<file path="config.mk">
export PLATFORM = sky130hd
export DESIGN_NAME = t5_pipe_ctrl
export DESIGN_NICKNAME = d
export VERILOG_FILES = /design/src/rtl/t5_pkg.sv /design/src/rtl/t5_hzd.sv /design/src/rtl/t5_pipe_ctrl.sv
export SDC_FILE = /design/constraint.sdc
export NUM_CORES = 1
export LEC_CHECK = 0
export ABC_AREA = 0
export CAP_MARGIN = 20
export CORE_MARGIN = 5
export CORE_UTILIZATION = 41
export DETAILED_ROUTE_END_ITERATION = 10
export PLACE_DENSITY_LB_ADDON = 0.25
export SKIP_CTS_REPAIR_TIMING = 1
export SLEW_MARGIN = 25
export SYNTH_ARGS = -nofsm -noshare
export SYNTH_HDL_FRONTEND = slang
export SYNTH_SLANG_ARGS = --single-unit
</file>
<file path="constraint.sdc">
create_clock -name sclk -period 2.43 [get_ports sclk]
set_clock_uncertainty 0.2 [all_clocks]
set_input_delay 0.3645 -clock sclk [delete_from_list [all_inputs] [get_ports sclk]]
set_output_delay 0.3645 -clock sclk [all_outputs]
set_load 0.02 [all_outputs]
</file>
<file path="src/rtl/t5_pkg.sv">
// Shared constants for the t5 pipeline sequencer: opcodes, sequencer states,
// default timing parameters and the NOP instruction injected on bubbles.
package t5_pkg;

    localparam logic [4:0] OPC_LOAD   = 5'h00;
    localparam logic [4:0] OPC_OPIMM  = 5'h04;
    localparam logic [4:0] OPC_BRANCH = 5'h18;
    localparam logic [4:0] OPC_JAL    = 5'h1B;
    localparam logic [4:0] OPC_JALR   = 5'h19;

    // addi x0, x0, 0 : opcode[6:2]=OPC_OPIMM, rd=x0
    localparam logic [31:0] NOP_INSN = 32'h0000_0013;

    localparam int WARM_DEF   = 2;
    localparam int SHADOW_DEF = 2;
    localparam int TMOUT_DEF  = 255;

    typedef enum logic [1:0] {
        ST_WARM = 2'd0,
        ST_RUN  = 2'd1,
        ST_WAIT = 2'd2,
        ST_FLSH = 2'd3
    } st_t;

endpackage

</file>
<file path="src/rtl/t5_hzd.sv">
// Load-use hazard detect: instruction in execute is a load whose rd feeds decode.
// Purely combinational; no state.
module t5_hzd
    import t5_pkg::*;
(
    input  logic [4:0] xopc,
    input  logic [4:0] xrd,
    input  logic [4:0] drs1,
    input  logic [4:0] drs2,
    output logic       hzd
);

    assign hzd = (xopc == OPC_LOAD) && (xrd != 5'd0) && ((xrd == drs1) || (xrd == drs2));

endmodule

</file>
<file path="src/rtl/t5_pipe_ctrl.sv">
// t5 pipeline sequencer: advance enables, NOP bubbles, branch PC select, data-bus timeout.
// Optional load-use interlock is built when T5_LDUSE_EN is defined.
module t5_pipe_ctrl
    import t5_pkg::*;
#(
    parameter int WARM   = WARM_DEF,
    parameter int SHADOW = SHADOW_DEF,
    parameter int TMOUT  = TMOUT_DEF
) (
    input  logic       sclk,
    input  logic       srst,
    input  logic       iack,
    input  logic       dstb,
    input  logic       dack,
    input  logic       xbra,
    input  logic [4:0] xopc,
    input  logic [4:0] xrd,
    input  logic [4:0] drs1,
    input  logic [4:0] drs2,
    output logic       fena,
    output logic       sena,
    output logic       dnop,
    output logic       fsel,
    output logic       derr
);

    st_t        st;
    logic [1:0] cnt;
    logic [7:0] wcnt;
    logic       derr_q;

    logic dwait;
    logic hold;
    logic adv;
    logic norm;
    logic take;
    logic ldu;
    logic tmo;
    logic hzd;

`ifdef T5_LDUSE_EN
    t5_hzd u_hzd (
        .xopc (xopc),
        .xrd  (xrd),
        .drs1 (drs1),
        .drs2 (drs2),
        .hzd  (hzd)
    );
`else
    logic ldu_unused;
    assign ldu_unused = ^{xopc, xrd, drs1, drs2};
    assign hzd        = 1'b0;
`endif

    always_comb begin
        dwait = dstb & ~dack;
        hold  = ~iack | dwait;
        adv   = ~hold;
        // WAIT behaves like RUN in the cycle the data bus releases
        norm  = (st == ST_RUN) || (st == ST_WAIT);
        take  = adv & xbra & (norm | (st == ST_FLSH));
        ldu   = norm & hzd & ~dwait & ~xbra;
        tmo   = (st == ST_WAIT) & dwait & (wcnt == 8'(TMOUT - 1));
    end

    always_comb begin
        fena = 1'b0;
        sena = 1'b0;
        dnop = 1'b1;
        fsel = 1'b0;
        derr = 1'b0;
        if (!srst) begin
            sena = adv;
            fena = adv & ~ldu;
            dnop = (st == ST_WARM) | (st == ST_FLSH) | take | ldu;
            fsel = take;
            derr = derr_q | tmo;
        end
    end

    always_ff @(posedge sclk) begin
        if (srst) begin
            st     <= ST_WARM;
            cnt    <= 2'(WARM);
            wcnt   <= 8'd0;
            derr_q <= 1'b0;
        end else begin
            if (tmo)
                derr_q <= 1'b1;
            case (st)
                ST_WARM: begin
                    if (adv) begin
                        cnt <= cnt - 2'd1;
                        if (cnt == 2'd1)
                            st <= ST_RUN;
                    end
                end
                ST_RUN, ST_WAIT: begin
                    if (dwait) begin
                        if (st == ST_RUN)
                            wcnt <= 8'd0;
                        else if (wcnt != 8'hFF)
                            wcnt <= wcnt + 8'd1;
                        st <= ST_WAIT;
                    end else if (take) begin
                        cnt <= 2'(SHADOW - 1);
                        st  <= ST_FLSH;
                    end else begin
                        st <= ST_RUN;
                    end
                end
                ST_FLSH: begin
                    if (take) begin
                        cnt <= 2'(SHADOW - 1);
                    end else if (adv) begin
                        if (cnt == 2'd0)
                            st <= ST_RUN;
                        else
                            cnt <= cnt - 2'd1;
                    end
                end
            endcase
        end
    end

endmodule

</file>
==> results of run 1 <==
Yosys cell counts (all sizes together):
library cell | instances | area share
xnor2 | 4 | 0.037
o22a | 1 | 0.010
nand4 | 2 | 0.020
o41ai | 1 | 0.029
a2111oi | 2 | 0.045
a21oi | 6 | 0.031
ha | 9 | 0.12
nor4b | 1 | 0.0092
a211oi | 3 | 0.024
inv | 10 | 0.039
nor2b | 2 | 0.021
nand3b | 1 | 0.0079
o21bai | 1 | 0.0079
a2111o | 1 | 0.012
a21o | 1 | 0.0079
dfxtp | 13 | 0.27
a31oi | 3 | 0.020
nand2 | 9 | 0.035
o2111ai | 1 | 0.0092
mux2i | 1 | 0.010
and3b | 1 | 0.0092
a221o | 2 | 0.021
clkbuf | 1 | 0.0039
nand4b | 2 | 0.018
or3 | 2 | 0.013
nand2b | 2 | 0.021
nand3 | 1 | 0.018
buf | 2 | 0.016
mux2 | 1 | 0.012
nor2 | 14 | 0.055
a41oi | 1 | 0.017
o21ai | 2 | 0.010
and4 | 2 | 0.021
cell type report:
type | count | area [µm²]
well taps | 28 | 35.0
repair buffers | 17 | 165
multi-input cells | 79 | 639
inverters | 10 | 37.5
clock buffers | 4 | 26.3
flip-flops and latches | 13 | 260
fillers | 221 | 1050
through the flow:
stage           util  setup WS [ns]  hold slack, ns  std cells
2_1_floorplan      -          0.418           0.224        105
3_3_place_gp   0.508         -0.112           0.238        147
3_5_place_dp   0.508         -0.129           0.246        147
4_1_cts        0.520         -0.177           0.265        151
5_1_grt        0.526          0.110           0.282        151
6_report       0.526          0.232           0.260        151
how the worst max path moves through the flow:
stage / start / end / slack, ns / cells after the start
final: st[0] / fsel / 0.23 / 6
after global routing: st[0] / fsel / 0.11 / 6
after CTS: st[0] / fsel / -0.18 / 6
after detailed placement: dack / derr / -0.13 / 6
after global placement: dack / derr / -0.11 / 6
after floorplan: st[0] / cnt[1] / 0.42 / 6
registers in the layout, indices dropped and copies added (netlist names):
signal / flops
st: 2
derr_q: 1
cnt: 2
wcnt: 8
cell families (layout without fill, tap and decap cells):
kind of cell / Yosys count / count (layout) / synth area share
xor+xnor: 4 / 4 / 0.0366
buf+inv: 13 / 31 / 0.0589
mux: 2 / 2 / 0.0223
simple gates: 39 / 39 / 0.249
compound gates: 25 / 25 / 0.243
fa+ha+maj: 9 / 9 / 0.118
flops: 13 / 13 / 0.272
worst max-delay path, cell delays in order, from the launching register on:
cell	delay, ns
dfxtp_1	0.38
inv_1	0.10
ha_1	0.28
nor2b_4	0.17
nand3_4	0.09
nor2_1	0.09
dlymetal6s2s_1	0.23
layout by cell type, fill, tap and decap left out, drive strengths merged, types with 2 or more instances in the layout:
cell            n
xnor2           4
nand4           2
clkdlybuf4s50   5
inv            10
nand2           9
a211oi          3
and4            2
nand4b          2
o21ai           2
dfxtp          13
a2111oi         2
clkbuf          4
nand2b          2
dlymetal6s2s    5
a221o           2
nor2           14
nor2b           2
buf             7
ha              9
a31oi           3
or3             2
a21oi           6
per-layer routing:
metal,GRT usage,vias to the layer above,routed length (µm)
li1,-,416,-
met1,0.163,380,924
met2,0.207,12,969
met3,0.0156,5,71
met4,0.0828,0,49
met5,0,-,0
power breakdown:
group / switching, mW / total, mW / internal [mW]
clock network: 0.0751 / 0.139 / 0.0639
registers: 0.0204 / 0.259 / 0.239
logic: 0.197 / 0.352 / 0.155
==> results.ini, run 1 <==
[run_status]
status = complete, no violations

[critical_path]
path_class = flip-flop to output pin
timing.rr.end = cnt[1]
cp_data_required_time_ns = 1.87
r2r_cells = 7
end_kind = output pin
crit_path_max_fanout = 5
r2r-start = st[0]
r2r_slack_ns = 0.28
start_kind = flip-flop
cp.arrival_ns = 1.63

[drt]
drt-wirelength-per-cell_um = 13.3
route.detailed.drc = 0
first_pass_iters = 2
vias_per_cell = 5.38
vias = 813
routed_wl_mm = 2.02
drtIter0Drc = 9
ant_nets = 0

[sta]
finalHoldViolations = 0
layout_min_cycle_time_ns = 2.20
report.final.slew_viol_count = 0
setup_tns_ns = 0
worst_pin_slew_ns = 0.348
max_slew_margin = 0.767
rsz0062_at_grt = false
setup_viol_count_final = 0
max_freq_ghz = 0.455
period_share = 0.905

[floorplanning]
num_io_pins = 31
die_h_um = 58.3
core_area_um2 = 2210
start_util = 0.432
die_w_um = 58.3
dieArea_um2 = 3400
rows = 17

[layout]
areaGrowthSynthToFinish_pct = 21.7
final_area_um2 = 1160
antennaDiodeCount = 0
num-nets-final = 159
drive_gt1_frac = 0.171

[clock_tree]
cts_sinks = 13
cts_buffers = 3
cts_max_level = 1
clockBufferDepth = 2
path_clk_slew_ns = 0.08
clk_latency_ns = 0.28
cts_tree = built
clk_root_buffer_cell = clkbuf_4

[place]
dpl_cell_area_um2 = 1120
routabilityCongestion = 0.848
post-dp-hpwl_mm = 1.58
io_buffers = 10

[pwr]
ir_worst_vdd_mv = 0.399
power.density_nw_per_um2 = 644
finalPower_mw = 0.750
p_leak_nw = 0.501

[grt]
grt_pass1_wl_mm = 3.35
grt_pass1_vias = 763
antenna_found_initial = 0
grt_overflow = 0
grt_max_degree = 8
grt_use_total = 0.130

[logic_synthesis]
syn_area_per_cell_um2 = 9.10
synth-seq-cells = 13
synth_cell_types = 38
synth_cells = 105
ys_warn_count = 0
syn-num-nets = 140
synth_seq_area_share = 0.272
synth_area_um2 = 956

[min_path]
whs_path_depth = 2
hp-start = derr_q
worst_hold_path_type = flip-flop to flip-flop
hold_end = derr_q

[run]
maxCapViolCount = 0

(Power assumes the default switching activity.)
==> run 2, diff against run 1 <==
Settings changed: CORE_UTILIZATION 41 to 45, GPL_ROUTABILITY_DRIVEN set to 0.
==> run 2 against run 1 <==
Against the previous run: utilization rose by 6.6 points; combinational power up 6.0%; final cell count is 1.3% higher; global-route usage up 3.0 points; clock-buffer cell count unchanged; sequential share of layout area decreased by 0.40 points; via count grew 6.6%; largest cell class unchanged; worst hold slack better by 0.035 ns; worst setup slack worse by 0.040 ns; critical path depth is the same.
==> results.ini, run 2 (synthesis results as in run 1) <==
[sta]
whs_ns = 0.294  ; was 0.260 ns
report.final.slew_viol_count = 0  ; unchanged
period_share = 0.921  ; was 0.905
worst_pin_slew_ns = 0.396  ; was 0.348 ns
finalHoldViolations = 0  ; unchanged
rsz0062_at_grt = false  ; unchanged
max_freq_ghz = 0.447  ; was 0.455 GHz
setup_viol_count_final = 0  ; unchanged
max_slew_margin = 0.735  ; was 0.767
fin_ws_ns = 0.192  ; was 0.232 ns
layout_min_cycle_time_ns = 2.24  ; was 2.20 ns

[grt]
antenna_found_initial = 0  ; unchanged
grt_pass1_wl_mm = 4.03  ; was 3.35 mm
grt_use_total = 0.160  ; was 0.130
grt_overflow = 0  ; unchanged
grt_pass1_vias = 838  ; was 763
grt_max_degree = 8  ; unchanged

[layout]
regMostFlops = wcnt  ; unchanged
layout_common_cells = 14 x nor2_1, 13 x dfxtp_1, 10 x inv_1, 10 x buf_4  ; was 14 x nor2_1, 13 x dfxtp_1, 10 x inv_1, 9 x nand2_1, 9 x ha_1
num-nets-final = 162  ; was 159
largest_register_ffs = 8  ; unchanged
final_area_um2 = 1180  ; was 1160 µm²
antennaDiodeCount = 0  ; unchanged
fin_cells = 153  ; was 151
drive_gt1_frac = 0.190  ; was 0.171
top_regs = wcnt x8, cnt x2, st x2  ; unchanged
post-route-util = 0.592  ; was 0.526
final_common_cell = nor2_1  ; unchanged
areaGrowthSynthToFinish_pct = 24.0  ; was 21.7%

[critical_path]
path_cells = clkdlybuf4s50_1 -> nand4b_1 -> nor2_1 -> a31oi_1 -> nor2_1 -> dlymetal6s2s_1  ; was inv_1 -> ha_1 -> nor2b_4 -> nand3_4 -> nor2_1 -> dlymetal6s2s_1
cp_data_required_time_ns = 1.87  ; about the same
end_kind = output pin  ; unchanged
path_class = input pin to output pin  ; was flip-flop to output pin
crit_family = buffers and inverters  ; was flip-flops
critPathBufInv = 2  ; unchanged
cp_common_cell = nor2_1
crit_path_max_fanout = 2  ; was 5
cp.arrival_ns = 1.67  ; was 1.63 ns
slowest_delay_ns = 0.45  ; was 0.38 ns
r2r_slack_ns = 0.20  ; was 0.28 ns
cp_slowest_cell = clkdlybuf4s50_1  ; was dfxtp_1
start_kind = input pin  ; was flip-flop

[pwr]
pwr-share-comb = 0.482  ; was 0.469
clkPwrFrac = 0.185  ; about the same
power.switching_mw = 0.314  ; was 0.292 mW
p_int_mw = 0.462  ; was 0.457 mW
power.density_nw_per_um2 = 654  ; was 644 nW/µm²
p_sw_frac = 0.405  ; was 0.390
ir_worst_vdd_mv = 0.467  ; was 0.399 mV
p_seq_frac = 0.333  ; was 0.346
p_leak_nw = 0.515  ; was 0.501 nW

[min_path]
worst_hold_path_type = flip-flop to flip-flop  ; unchanged

[run_status]
status = complete, no violations  ; unchanged

[place]
place_ws_ns = -0.169  ; was -0.129 ns
io_buffers = 10  ; unchanged
post-dp-hpwl_mm = 1.73  ; was 1.58 mm
dpl_cell_area_um2 = 1150  ; was 1120 µm²
post-place-cells = 149  ; was 147

[clock_tree]
path_clk_slew_ns = 0.08  ; about the same
cts_buffers = 3  ; unchanged
clockBufferDepth = 2  ; unchanged
cts_sinks = 13  ; unchanged
clk_latency_ns = 0.29  ; was 0.28 ns
clk_root_buffer_cell = clkbuf_4  ; unchanged
cts_max_level = 1  ; unchanged
cts_tree = built  ; unchanged

[floorplanning]
num_io_pins = 31  ; unchanged
die_w_um = 56.1  ; was 58.3 µm
core_area_um2 = 2000  ; was 2210 µm²
die_h_um = 56.1  ; was 58.3 µm
rows = 16  ; was 17
start_util = 0.478  ; was 0.432
dieArea_um2 = 3150  ; was 3400 µm²

[drt]
route.detailed.drc = 0  ; unchanged
routed_wl_mm = 2.33  ; was 2.02 mm
drtIter0Drc = 17  ; was 9
vias_per_cell = 5.67  ; was 5.38
ant_nets = 0  ; unchanged
first_pass_iters = 4  ; was 2
vias = 867  ; was 813
drt-wirelength-per-cell_um = 15.3  ; was 13.3 µm

[run]
maxCapViolCount = 0  ; unchanged

[run 2: changes by cell type in the layout (fill, tap and decap cells not counted)]
cell   change
buf_4      +3
[run 2: worst reg2reg max path, delay by kind of cell (launching register included)]
kind | cells | cell delay, ns
flops | 1 | 0.39
buf+inv | 1 | 0.10
fa+ha+maj | 1 | 0.40
compound gates | 2 | 0.32
simple gates | 2 | 0.74
[run 2: power by group through the flow]
stage | combinational, mW | clock [mW] | sequential, mW
after floorplan | 0.268 | 0 | 0.260
after global placement | 0.347 | 0 | 0.261
after detailed placement | 0.362 | 0 | 0.263
after CTS | 0.370 | 0.147 | 0.258
after global routing | 0.409 | 0.158 | 0.260
final | 0.373 | 0.144 | 0.258
[run 2: final timing paths]
kind / start / endpoint / depth (start not counted)
worst max-delay path: dack / derr / 6
worst min-delay path: wcnt[3] / wcnt[3] / 1
worst max register to register: st[0] / wcnt[1] / 6
worst min register to register: wcnt[3] / wcnt[3] / 1
[run 2: cell type report]
cell class                      instances  area, µm²
Fill cell                             192        817
Multi-Input combinational cell         79        639
Sequential cell                        13        260
Timing Repair Buffer                   20        188
Inverter                               10       37.5
Tap cell                               27       33.8
Clock buffer                            4       26.3
[run 2: routing by layer]
| layer | wire [µm] | global-route usage | vias up |
|---|---|---|---|
| met3 | 102 | 0.0325 | 5 |
| met5 | 0 | 0 | - |
| li1 | - | - | 421 |
| met4 | 46 | 0.0712 | 0 |
| met2 | 1030 | 0.249 | 21 |
| met1 | 1160 | 0.211 | 420 |
[run 2: stage by stage]
| step | TNS [ns] | power, mW |
|---|---|---|
| 2_1_floorplan | 0 | 0.528 |
| 3_3_place_gp | -0.367 | 0.608 |
| 3_5_place_dp | -0.433 | 0.625 |
| 4_1_cts | -0.675 | 0.774 |
| 5_1_grt | 0 | 0.827 |
| 6_report | 0 | 0.775 |
